<file path="src/rtl/chad_mem_arbiter.sv">
// chad_mem_arbiter: shares one synchronous-read data RAM between the chad
// core's data port and a DMA/host requester, with WAIT extra cycles per
// access and a hold stall back to the core.
module chad_mem_arbiter #(
  parameter int unsigned WIDTH = 18,
  parameter int unsigned AW    = 15,
  parameter int unsigned WAIT  = 0
) (
  input  logic             clk,
  input  logic             resetq,
  input  logic             cpu_rd,
  input  logic             cpu_wr,
  input  logic [AW-1:0]    cpu_addr,
  input  logic [WIDTH-1:0] cpu_wdata,
  output logic [WIDTH-1:0] cpu_rdata,
  output logic             hold,
  input  logic             dma_req,
  input  logic             dma_we,
  input  logic [AW-1:0]    dma_addr,
  input  logic [WIDTH-1:0] dma_wdata,
  output logic             dma_ack,
  output logic [WIDTH-1:0] dma_rdata,
  output logic             ram_en,
  output logic             ram_we,
  output logic [AW-1:0]    ram_addr,
  output logic [WIDTH-1:0] ram_wdata,
  input  logic [WIDTH-1:0] ram_rdata
);

  localparam logic [3:0] WAIT_CNT = 4'(WAIT);

  typedef enum logic [1:0] {IDLE, BUSY_CPU, BUSY_DMA} state_e;
  typedef enum logic [1:0] {SRC_NONE, SRC_CPU, SRC_DMA} src_e;

  state_e           state_q, state_d;
  src_e             src_q, src_d;
  logic [3:0]       cnt_q, cnt_d;
  logic             last_dma_q, last_dma_d;
  logic             we_q, we_d;
  logic [AW-1:0]    addr_q, addr_d;
  logic [WIDTH-1:0] wdata_q, wdata_d;
  logic [WIDTH-1:0] cpu_rdata_q, dma_rdata_q;

  logic cpu_req;
  logic grant_cpu, grant_dma;
  logic own_cpu, own_dma;
  logic fin;

  // Arbitration in IDLE: single requester wins, conflicts go to the party
  // that was not granted last. Gated by resetq so an asserted reset drops
  // the RAM controls immediately even with requests pending.
  always_comb begin
    cpu_req   = cpu_rd | cpu_wr;
    grant_cpu = 1'b0;
    grant_dma = 1'b0;
    if (state_q == IDLE && resetq) begin
      if (cpu_req && dma_req) begin
        grant_cpu = last_dma_q;
        grant_dma = ~last_dma_q;
      end else begin
        grant_cpu = cpu_req;
        grant_dma = dma_req;
      end
    end
    own_cpu = grant_cpu | (state_q == BUSY_CPU);
    own_dma = grant_dma | (state_q == BUSY_DMA);
    fin     = (state_q == IDLE) ? (WAIT_CNT == 4'd0) : (cnt_q == 4'd1);
  end

  // State, counter and captured access registers.
  always_ff @(posedge clk or negedge resetq) begin
    if (!resetq) begin
      state_q     <= IDLE;
      cnt_q       <= '0;
      last_dma_q  <= 1'b1;
      src_q       <= SRC_NONE;
      we_q        <= 1'b0;
      addr_q      <= '0;
      wdata_q     <= '0;
    end else begin
      state_q     <= state_d;
      cnt_q       <= cnt_d;
      last_dma_q  <= last_dma_d;
      src_q       <= src_d;
      we_q        <= we_d;
      addr_q      <= addr_d;
      wdata_q     <= wdata_d;
    end
  end

  // Next-state: enter BUSY on a grant when WAIT > 0, count down to 1.
  always_comb begin
    state_d    = state_q;
    cnt_d      = cnt_q;
    last_dma_d = last_dma_q;
    we_d       = we_q;
    addr_d     = addr_q;
    wdata_d    = wdata_q;
    src_d      = SRC_NONE;
    if (fin && own_cpu) src_d = SRC_CPU;
    else if (fin && own_dma) src_d = SRC_DMA;
    case (state_q)
      IDLE: begin
        if (grant_cpu) begin
          last_dma_d = 1'b0;
          we_d       = cpu_wr;
          addr_d     = cpu_addr;
          wdata_d    = cpu_wdata;
          if (WAIT_CNT != 4'd0) begin
            state_d = BUSY_CPU;
            cnt_d   = WAIT_CNT;
          end
        end else if (grant_dma) begin
          last_dma_d = 1'b1;
          we_d       = dma_we;
          addr_d     = dma_addr;
          wdata_d    = dma_wdata;
          if (WAIT_CNT != 4'd0) begin
            state_d = BUSY_DMA;
            cnt_d   = WAIT_CNT;
          end
        end
      end
      BUSY_CPU, BUSY_DMA: begin
        cnt_d = cnt_q - 4'd1;
        if (cnt_q == 4'd1) state_d = IDLE;
      end
      default: begin
        state_d = IDLE;
        cnt_d   = '0;
      end
    endcase
  end

  // Outputs: winner drives the RAM in the grant cycle, captured copy in BUSY.
  always_comb begin
    ram_en    = 1'b0;
    ram_we    = 1'b0;
    ram_addr  = '0;
    ram_wdata = '0;
    if (state_q != IDLE) begin
      ram_en    = 1'b1;
      ram_we    = we_q;
      ram_addr  = addr_q;
      ram_wdata = wdata_q;
    end else if (grant_cpu) begin
      ram_en    = 1'b1;
      ram_we    = cpu_wr;
      ram_addr  = cpu_addr;
      ram_wdata = cpu_wdata;
    end else if (grant_dma) begin
      ram_en    = 1'b1;
      ram_we    = dma_we;
      ram_addr  = dma_addr;
      ram_wdata = dma_wdata;
    end
    hold      = cpu_req & ~(own_cpu & fin);
    dma_ack   = own_dma & fin;
    cpu_rdata = (src_q == SRC_CPU) ? ram_rdata : cpu_rdata_q;
    dma_rdata = (src_q == SRC_DMA) ? ram_rdata : dma_rdata_q;
  end

  // Per-party read data copies, refreshed only while that party's data is live.
  always_ff @(posedge clk or negedge resetq) begin
    if (!resetq) begin
      cpu_rdata_q <= '0;
      dma_rdata_q <= '0;
    end else begin
      if (src_q == SRC_CPU) cpu_rdata_q <= ram_rdata;
      if (src_q == SRC_DMA) dma_rdata_q <= ram_rdata;
    end
  end

endmodule

</file>
<file path="config.mk">
export PLATFORM = sky130hd
export DESIGN_NAME = chad_mem_arbiter
export DESIGN_NICKNAME = d
export VERILOG_FILES = /design/src/rtl/chad_mem_arbiter.sv
export SDC_FILE = /design/constraint.sdc
export NUM_CORES = 1
export LEC_CHECK = 0
export BUFFER_PORTS_ARGS = -buffer_cell sky130_fd_sc_hd__buf_2
export CAP_MARGIN = 10
export CELL_PAD_IN_SITES_DETAIL_PLACEMENT = 0
export CELL_PAD_IN_SITES_GLOBAL_PLACEMENT = 1
export CORE_ASPECT_RATIO = 0.6
export CORE_MARGIN = 1
export CORE_UTILIZATION = 29
export DETAILED_ROUTE_END_ITERATION = 8
export HOLD_SLACK_MARGIN = 0.1
export PLACE_DENSITY_LB_ADDON = 0.1
export SYNTH_ARGS = -nofsm -noshare
export SYNTH_HDL_FRONTEND = slang
export SYNTH_SLANG_ARGS = --single-unit
</file>
<file path="constraint.sdc">
create_clock -name clk -period 2.8 [get_ports clk]
set_input_delay 0.42 -clock clk [delete_from_list [all_inputs] [get_ports clk]]
set_output_delay 0.42 -clock clk [all_outputs]
set_load 0.005 [all_outputs]
</file>
# == Yosys cells after proc, flatten, opt, wreduce, memory -nomap -nowiden ==
# Cells that the tools add are included.
# totals
input_bits,90
word_cells,67
regBits,79
# classes
n_mux,32
add_sub_neg,1
bitwise,9
n_eq_ne,6
reduce_logical,10
# op_table
operator,n
$mux W18,7
$mux W15,5
$mux W1,15
$pmux W4 S2,1
$mux W2,3
$eq A2 B1 Y1 const B,2
$eq A2 B2 Y1 const B,2
$eq A4 B1 Y1 const B,1
$logic_and A1 B1 Y1,4
$pmux W2 S2,1
$reduce_and A2 Y1,2
$reduce_bool A2 Y1,2
$sub A4 B1 Y4 const B,1
$and A1 B1 Y1,3
$not A1 Y1,3
$or A1 B1 Y1,3
$logic_not A2 Y1,1
$ne A2 B2 Y1 const B,1
$reduce_or A2 Y1,1

# == Depth between registers and ports, before layout ==
# Gate-level depths: netlist of the first run.
# logic_depth
depth_word,8
depth_mapped,5
depth_no_buf,3

# == Worst setup path before layout of the first run ==
# No wires, ideal clock.
# synth_path
path_kind,register -> output
startpoint,reg src_q[1]
endpoint,out cpu_rdata[0]
setup_slack_ns,1.204
t_arrival_ns,1.176
t_required_ns,2.380
stages_incl_launch_ff,5
path_cell_list,dfrtp_1 > nor2b_1 > buf_2 > buf_4 > mux2_2
# synth_between
elab_chain_len,2
# synth_rtl
element,line,source
start: declaration,36,"src_e src_q, src_d;"
start signal: assignment,84,src_q <= src_d;
$eq A2 B1 Y1,159,cpu_rdata = (src_q == SRC_CPU) ? ram_rdata : cpu_rdata_q;
$mux W18,159,
end: declaration,15,"output logic [WIDTH-1:0] cpu_rdata,"
# No other way between the ends.

# == Worst setup path after layout of the first run ==
# layout_path
startpoint,in resetq
endpoint,out ram_wdata[7]
# layout_between
elab_chain_len,5
# layout_rtl
element,line,source
start: declaration,10,"input logic resetq,"
$logic_and A1 B1 Y1 (*),56,if (state_q == IDLE && resetq) begin
$mux W1,56,
$mux W18,151,end else if (grant_dma) begin
$mux W18 (*),146,end else if (grant_cpu) begin
$mux W18 (*),141,if (state_q != IDLE) begin
end: declaration,26,"output logic [WIDTH-1:0] ram_wdata,"
# Mark *: on every way between the ends. The rest lies on a longest branch, timed or not.

==> flow_summary.ini, run 1 <==
[die]
dieArea_mm2 = 0.00688
rows = 22
num_io_pins = 163
initial_core_util_pct = 30.5
core_mm2 = 0.00622
die_h_um = 64.7
die_width_um = 106

[cells_and_area]
nNetsFinal = 389
final_area_mm2 = 0.00288
final_layout_size_suffix_gt1_share_pct = 70.3
syn_to_final_growth_pct = 51.8
diodes = 0

[power_and_ir_drop]
intPower_uw = 1370
power_switching_share_pct = 25.7
power_frac_seq_pct = 39.7
clkPwrFrac_pct = 29.7
switchingPower_uw = 476
p_leak_uw = 0.00153
powerDensity_mw_per_mm2 = 642
power_frac_comb_pct = 30.6
ir_drop_mv = 0.309

[sta]
slew_headroom_pct = 36.4
grt_setup_unrepaired = false
clock_skew_ns = 0.00640
period_share_pct = 95.0
final.setup.worst_slack_ns = 0.139
worstMarginPinSlew_ns = 0.955
setup_violations = 0
maxSlewViolCount = 0
max_freq_ghz = 0.376
tns_ns = 0
hold_viol = 0
min_period_ns = 2.66

[clocking]
cts_root_buf = clkbuf_8
cts_tree = yes
clk_latency_ns = 0.29
clock-sinks = 39
post_cts_resized = 0
numCtsBuffers = 5
cts_buffer_depth = 2
clk_pin_slew_ns = 0.08
htreeDepth = 2

[logic_synthesis]
avgSynthCellArea_um2 = 14.0
synth-seq-cells = 39
yosysWarnings = 0
synth.net_count = 226
yosysUniqueCellTypes = 20
ys_seq_area_share_pct = 51.5
synthCells = 136
synth_largest_area_cell = dfrtp_1
syn_area_mm2 = 0.00190
synth_top_area_share_pct = 50.1
synth.area.top_cells = dfrtp_1 50%, mux2_2 19%, a22o_1 15%

[placed_design]
place_area_mm2 = 0.00274
dp.final_hpwl_um = 4300
port_buffers = 162
dp_slack_ns = 0.664
routabilityCongestion = 0.746

[global_route]
antenna_found_initial = 0
grt_use_total_pct = 15.8
grt_pass1_vias = 1554
grt_max_degree = 39
grt_pass1_wl_um = 8320
overflow = 0

[critical_path]
rr_endpoint = dma_rdata_q[10]
ff2ff_path_depth = 2
cp.arrival_ns = 2.24
r2r_slack_ns = 1.16
path_max_fanout = 35
startpoint = resetq
worst_setup_path_start_kind = input port
crit_type = input port to primary output
worstSetupEndpointType = primary output
regToRegStartpoint = src_q[0]
cp.required_ns = 2.38
crit_path_end = ram_wdata[7]

[routing]
first_pass_iters = 4
drc = 0
via_per_inst = 4.44
drtIter0Drc = 68
wire_per_inst_um = 14.5
num_vias = 1705
ant_nets = 0
wl_um = 5550

[run_status]
status = completed

[hold_path]
hold_class = input port to flip-flop

[run]
maxCapViolations = 0
[critical path: stages]
cell and delay [ns]:
dlygate4sd3_1 0.53, buf_2 0.17, o21ai_2 0.10, nor2b_4 0.63, a22o_1 0.26, buf_2 0.12
[metal layers]
metal	global-route usage, %	vias up	wire (um)
met4	4.62	0	53
met5	0	-	0
li1	-	841	-
met2	22.2	46	2490
met3	4.12	7	267
met1	23.4	811	2740
[power groups by stage]
stage / clock, uW / sequential (uW) / combinational [uW]
2_1_floorplan: 0 / 734 / 300
3_3_place_gp: 0 / 739 / 571
3_5_place_dp: 0 / 747 / 573
4_1_cts: 567 / 736 / 575
5_1_grt: 592 / 751 / 624
6_report: 550 / 734 / 567
[worst min path at each step]
stage                      start              to  cells past startpoint  slack [ns]
CTS                 ram_rdata[7]  dma_rdata_q[7]                      2        0.36
finish              ram_rdata[7]  dma_rdata_q[7]                      2        0.37
global route        ram_rdata[7]  dma_rdata_q[7]                      2        0.37
floorplan                 resetq  cpu_rdata_q[0]                      0        0.12
detailed placement        resetq        src_q[1]                      1        0.24
global placement          resetq        src_q[1]                      1        0.24
[synth_stat cells]
master / n
dfrtp_1: 38
a22o_1: 33
mux2_2: 32
buf_6: 8
mux2_1: 4
nand2_1: 3
nor2_1: 3
buf_2: 2
nor2b_1: 2
a32oi_1: 1
buf_4: 1
dfstp_2: 1
nand2b_1: 1
nand2b_4: 1
nor2_4: 1
nor2b_4: 1
o21a_1: 1
o21ai_0: 1
o21ai_2: 1
o31a_1: 1
[kinds of logic (layout without fill, tap and decap cells)]
| group | after synthesis | after routing | share of synthesized area [%] |
|---|---|---|---|
| flops | 39 | 39 | 51.5 |
| compound gates | 38 | 38 | 17.3 |
| mux | 36 | 36 | 21.4 |
| simple gates | 12 | 12 | 4.22 |
| buf+inv | 11 | 175 | 5.67 |
[state kept, by name, summed over array words and instances (netlist names)]
name and cells:
last_dma_q 1, dma_rdata_q 18, cpu_rdata_q 18, src_q 2
[cell type report]
cell class              count  area (um2)
fillers                   644        3340
flip-flops and latches     39         977
repair buffers            167         851
multi-input cells          86         816
clock inverters             2        60.1
clock buffers               6        72.6
well taps                  84         105
[per-stage QoR]
step	cells	total power (uW)	hold slack, ns	util (%)
3_3_place_gp	375	1310	0.244	44.0
3_5_place_dp	375	1320	0.243	44.0
2_1_floorplan	136	1030	0.124	-
4_1_cts	384	1880	0.363	46.3
6_report	384	1850	0.375	46.3
5_1_grt	384	1970	0.369	46.3
[cells in the final DEF (no fill, tap or decap), types with 2 or more instances in the layout]
| cell type | instances |
|---|---|
| buf_2 | 162 |
| dfrtp_1 | 38 |
| a22o_1 | 33 |
| mux2_2 | 32 |
| clkbuf_8 | 5 |
| mux2_1 | 4 |
| buf_4 | 4 |
| nand2_1 | 3 |
| nor2_1 | 3 |
| bufinv_16 | 2 |
[what timing repair did]
action                                 CTS  global route
endpoints found under the hold margin    2             0
buffers inserted                         0             0
hold buffers                             1             0
Power figures use the tool's default switching activity.
==> run 2: changes to the inputs <==
--- a/config.mk
+++ b/config.mk
@@ -15,6 +15,7 @@
 export DETAILED_ROUTE_END_ITERATION = 8
 export HOLD_SLACK_MARGIN = 0.1
 export PLACE_DENSITY_LB_ADDON = 0.1
+export REMOVE_ABC_BUFFERS = 1
 export SYNTH_ARGS = -nofsm -noshare
 export SYNTH_HDL_FRONTEND = slang
 export SYNTH_SLANG_ARGS = --single-unit
==> run 2 against run 1 <==
Compared with the run above: worst hold slack improved by 0.013 ns; setup slack improved by 0.31 ns; largest cell class unchanged; maximum frequency up 13%; non-clock buffer count increased by 1; clock-buffer cell count up 1; sequential power about the same; clock power shrank 25%; register-to-register slack improved by 0.08 ns.
==> flow_summary.ini, run 2 (synthesis results as in run 1) <==
[clocking]
htreeDepth = 2
numCtsBuffers = 5
post_cts_resized = 0
cts_buffer_depth = 2
clk_pin_slew_ns = 0.07
cts_root_buf = clkbuf_8
clk_latency_ns = 0.28
clock-sinks = 39
cts_tree = yes

[sta]
period_share_pct = 84.0
slew_headroom_pct = 66.7
tns_ns = 0
worstMarginPinSlew_ns = 0.499
grt_setup_unrepaired = false
max_freq_ghz = 0.425
setup_violations = 0
clock_skew_ns = 0.00701
maxSlewViolCount = 0
hold_viol = 0
min_period_ns = 2.35

[routing]
drtIter0Drc = 47
wire_per_inst_um = 14.0
drc = 0
via_per_inst = 4.42
first_pass_iters = 4
num_vias = 1703
ant_nets = 0
wl_um = 5410

[global_route]
antenna_found_initial = 0
grt_max_degree = 41
grt_pass1_vias = 1613
grt_pass1_wl_um = 8200
grt_use_total_pct = 15.2
overflow = 0

[die]
initial_core_util_pct = 30.5
num_io_pins = 163
die_h_um = 64.7
core_mm2 = 0.00622
dieArea_mm2 = 0.00688
die_width_um = 106
rows = 22

[power_and_ir_drop]
intPower_uw = 1240
clkPwrFrac_pct = 24.2
ir_drop_mv = 0.305
p_leak_uw = 0.00152
powerDensity_mw_per_mm2 = 598
power_frac_comb_pct = 32.8
switchingPower_uw = 468
power_switching_share_pct = 27.3
power_frac_seq_pct = 42.9

[critical_path]
cp_slowest_cell = dlygate4sd3_1
cp.arrival_ns = 1.93
crit_type = input port to primary output
path_common_cell = buf_2
path_max_fanout = 35
cp_num_buf_inv = 4
cp_cell_sequence = dlygate4sd3_1, buf_2, o21ai_2, nor2b_4, buf_4, a22o_1, buf_2
crit_path_max_incr_delay_ns = 0.53
cp.required_ns = 2.38
worstSetupEndpointType = primary output
worst_setup_path_start_kind = input port
critPathTopFamily = buffers and inverters

[placed_design]
routabilityCongestion = 0.703
dp.final_hpwl_um = 4200
port_buffers = 162
placedCellCount = 376

[cells_and_area]
final_cell_mix = 162 x buf_2, 38 x dfrtp_1, 33 x a22o_1
largestRegisters = cpu_rdata_q x18, dma_rdata_q x18, src_q x2
syn_to_final_growth_pct = 50.7
final_layout_size_suffix_gt1_share_pct = 70.8
mostFrequentLayoutCell = buf_2
nNetsFinal = 390
diodes = 0
stdcell_count = 385
nFillCells = 624

[run]
maxCapViolations = 0

[run_status]
status = completed

[hold_path]
hold_class = input port to flip-flop
[run 2: cell count changes in the layout (fill, tap and decap cells not counted)]
| cell | before | now |
|---|---|---|
| bufinv_16 | 2 | 0 |
| buf_4 | 4 | 5 |
| clkbuf_8 | 5 | 7 |
| clkbuf_1 | 1 | 0 |
| clkinvlp_4 | 0 | 1 |
[run 2: worst paths after layout]
| kind | startpoint | endpoint | slack (ns) | cells past startpoint |
|---|---|---|---|---|
| max in group asynchronous | resetq | src_q[1] | 1.65 | 3 |
| min in group asynchronous | resetq | last_dma_q | 0.66 | 2 |
| hold reg to reg | dma_rdata_q[10] | dma_rdata_q[10] | 0.49 | 1 |
| hold / removal | ram_rdata[10] | dma_rdata_q[10] | 0.39 | 2 |
| setup reg to reg | src_q[1] | cpu_rdata_q[11] | 1.24 | 3 |
| setup / recovery | resetq | ram_wdata[15] | 0.45 | 7 |
[run 2: stage by stage]
stage          hold WS, ns  instance area (um2)  worst slack (ns)  power, uW  util [%]
2_1_floorplan        0.124                 1790             0.753       1010         -
3_3_place_gp         0.404                 2750             0.834       1310      44.1
3_5_place_dp         0.401                 2750             0.819       1320      44.1
4_1_cts              0.376                 2860             0.436       1750      46.0
5_1_grt              0.377                 2860             0.346       1830      46.0
6_report             0.388                 2860             0.447       1710      46.0
[run 2: power by group through the flow]
| stage | registers (uW) | clock network, uW | logic [uW] |
|---|---|---|---|
| after global routing | 753 | 460 | 617 |
| after CTS | 736 | 437 | 573 |
| after detailed placement | 746 | 0 | 570 |
| after global placement | 740 | 0 | 568 |
| final | 734 | 415 | 562 |
| after floorplan | 734 | 0 | 277 |
[run 2: repair_timing]
| item | CTS | global route |
|---|---|---|
| setup endpoints to repair | 0 | 0 |
| hold buffers | 1 | 0 |
| hold endpoints to repair | 1 | 0 |
| buffers inserted | 0 | 0 |
[run 2: layout make-up]
| type | count | area, um2 | share of cell area, % |
|---|---|---|---|
| clock buffers | 7 | 96.3 | 3.37 |
| well taps | 84 | 105 | 3.67 |
| repair buffers | 168 | 858 | 30.0 |
| clock inverters | 1 | 7.51 | 0.262 |
| multi-input cells | 86 | 816 | 28.5 |
| flip-flops and latches | 39 | 977 | 34.2 |
[run 2: layer usage]
layer  vias up  routed length (um)  global-route usage [%]
met3         2                 249                    4.12
met1       819                2620                    22.4
li1        837                   -                       -
met4         0                  19                    3.42
met5         -                   0                       0
met2        45                2520                    22.0
==> run 3: changes to the inputs <==
--- a/config.mk
+++ b/config.mk
@@ -11,7 +11,7 @@
 export CELL_PAD_IN_SITES_GLOBAL_PLACEMENT = 1
 export CORE_ASPECT_RATIO = 0.6
 export CORE_MARGIN = 1
-export CORE_UTILIZATION = 29
+export CORE_UTILIZATION = 27
 export DETAILED_ROUTE_END_ITERATION = 8
 export HOLD_SLACK_MARGIN = 0.1
 export PLACE_DENSITY_LB_ADDON = 0.1
==> constraint.sdc (replaced) <==
create_clock -name clk -period 2.4 [get_ports clk]
set_input_delay 0.36 -clock clk [delete_from_list [all_inputs] [get_ports clk]]
set_output_delay 0.36 -clock clk [all_outputs]
set_load 0.005 [all_outputs]
==> run 3 against run 2 <==
Compared with the run above: final area up 1.7%; largest cell class unchanged; die area up 7.2%; clock power up 50%; sequential cell count stayed put; clock skew down 0.0022 ns; combinational power increased by 19%.
==> flow_summary.ini, run 3 (synthesis results as in run 1) <==
[critical_path]
worst_setup_path_start_kind = flip-flop
crit_path_max_incr_delay_ns = 0.38
path_max_fanout = 12
cp.arrival_ns = 1.74
crit_type = flip-flop to primary output
worstSetupEndpointType = primary output
cp_slowest_cell = dfrtp_1
cp.required_ns = 2.04
r2r_slack_ns = 0.94
cp_cell_sequence = nand2b_1, buf_4, mux2_2, buf_2
regToRegStartpoint = src_q[1]
startpoint = src_q[1]

[sta]
slew_headroom_pct = 65.8
clock_skew_ns = 0.00478
worstMarginPinSlew_ns = 0.513
final.setup.worst_slack_ns = 0.299
max_freq_ghz = 0.476
min_period_ns = 2.10
hold_viol = 0
grt_setup_unrepaired = false
maxSlewViolCount = 0
tns_ns = 0
setup_violations = 0
period_share_pct = 87.6

[routing]
num_vias = 1753
ant_nets = 0
wl_met2_um = 2720
drc = 0
via_per_inst = 4.52
drtIter0Drc = 48
wl_um = 5640
met1_length_um = 2570
wl_met3_um = 330
first_pass_iters = 4
wire_per_inst_um = 14.5
routed.top_layer = met4

[die]
core_mm2 = 0.00673
num_io_pins = 163
dieArea_mm2 = 0.00738
initial_core_util_pct = 28.2
die_width_um = 110
rows = 23
die_h_um = 66.9

[clocking]
cts_tree = yes
ctsHoldBuffers = 0
post_cts_buffers = 0
cts_buffer_depth = 2
htreeDepth = 2
post_cts_resized = 0
numCtsBuffers = 5
clk_pin_slew_ns = 0.05
clock-sinks = 39
cts_root_buf = clkbuf_16
clk_latency_ns = 0.27

[cells_and_area]
diodes = 0
seqCellArea_um2 = 977
mostFrequentLayoutCell = buf_2
final_area_mm2 = 0.00291
nFillCells = 699
final_cell_mix = 162 x buf_2, 38 x dfrtp_1, 33 x a22o_1
nNetsFinal = 390
multi_input_area_um2 = 816
final_layout_size_suffix_gt1_share_pct = 70.4
largestRegisters = cpu_rdata_q x18, dma_rdata_q x18, src_q x2
syn_to_final_growth_pct = 53.2

[global_route]
antenna_found_initial = 0
grt_pass1_vias = 1617
grt_use_total_pct = 14.6
overflow = 0
grt_pass1_wl_um = 8210
grt_max_degree = 42

[hold_path]
hold_class = input port to asynchronous set/reset pin

[power_and_ir_drop]
p_leak_uw = 0.00154
powerDensity_mw_per_mm2 = 739
ir_drop_mv = 0.303

[run_status]
status = completed

[placed_design]
dp_slack_ns = 0.565
dp.final_hpwl_um = 4430
port_buffers = 162
place_area_mm2 = 0.00277
routabilityCongestion = 0.719

[run]
maxCapViolations = 0
[run 3: cell count changes in the layout (fill, tap and decap cells not counted)]
cell,change
buf_12,+1
clkbuf_16,+5
dlygate4sd3_1,-1
clkbuf_1,+2
clkbuf_8,-7
clkinvlp_4,-1
clkinv_2,+1
[run 3: cell type report]
| class | instances | share of cell area (%) |
|---|---|---|
| clock buffer | 7 | 4.56 |
| clock inverter | 1 | 0.172 |
| multi-input combinational | 86 | 28.1 |
| sequential | 39 | 33.6 |
| tap | 87 | 3.74 |
| timing repair buffer | 168 | 29.9 |
[run 3: path summary, 6_finish.rpt]
check                                        to  cells after the start
worst min-delay path            cpu_rdata_q[10]                      2
worst max register to register   dma_rdata_q[0]                      3
min in group clk                dma_rdata_q[10]                      2
worst min register to register  dma_rdata_q[10]                      1
worst max-delay path              dma_rdata[16]                      4
max in group asynchronous            last_dma_q                      2
[run 3: critical path: cells and delay by family, from the launching register on]
kind          cells  cell delay (ns)
buf+inv           2             0.44
mux               1             0.36
flops             1             0.38
simple gates      1             0.29
[run 3: per-layer routing]
metal / track usage [%] / vias to the layer above
met2: 21.4 / 48
met4: 2.47 / 0
met3: 5.09 / 2
met5: 0 / -
met1: 20.8 / 862
li1: - / 841
[run 3: through the flow]
stage                     power [uW]  hold WS (ns)  std cells  utilization [%]
after floorplan                 1180        0.0644        125                -
after global placement          1540         0.470        380             41.1
after detailed placement        1550         0.473        380             41.1
after CTS                       2190         0.227        388             43.2
after global routing            2300         0.243        388             43.2
final                           2150         0.190        388             43.2
[run 3: report_power, final]
part,switching (uW),internal [uW],total (uW)
clock network,240,384,624
registers,38.1,819,858
logic,292,376,668
total,570,1580,2150
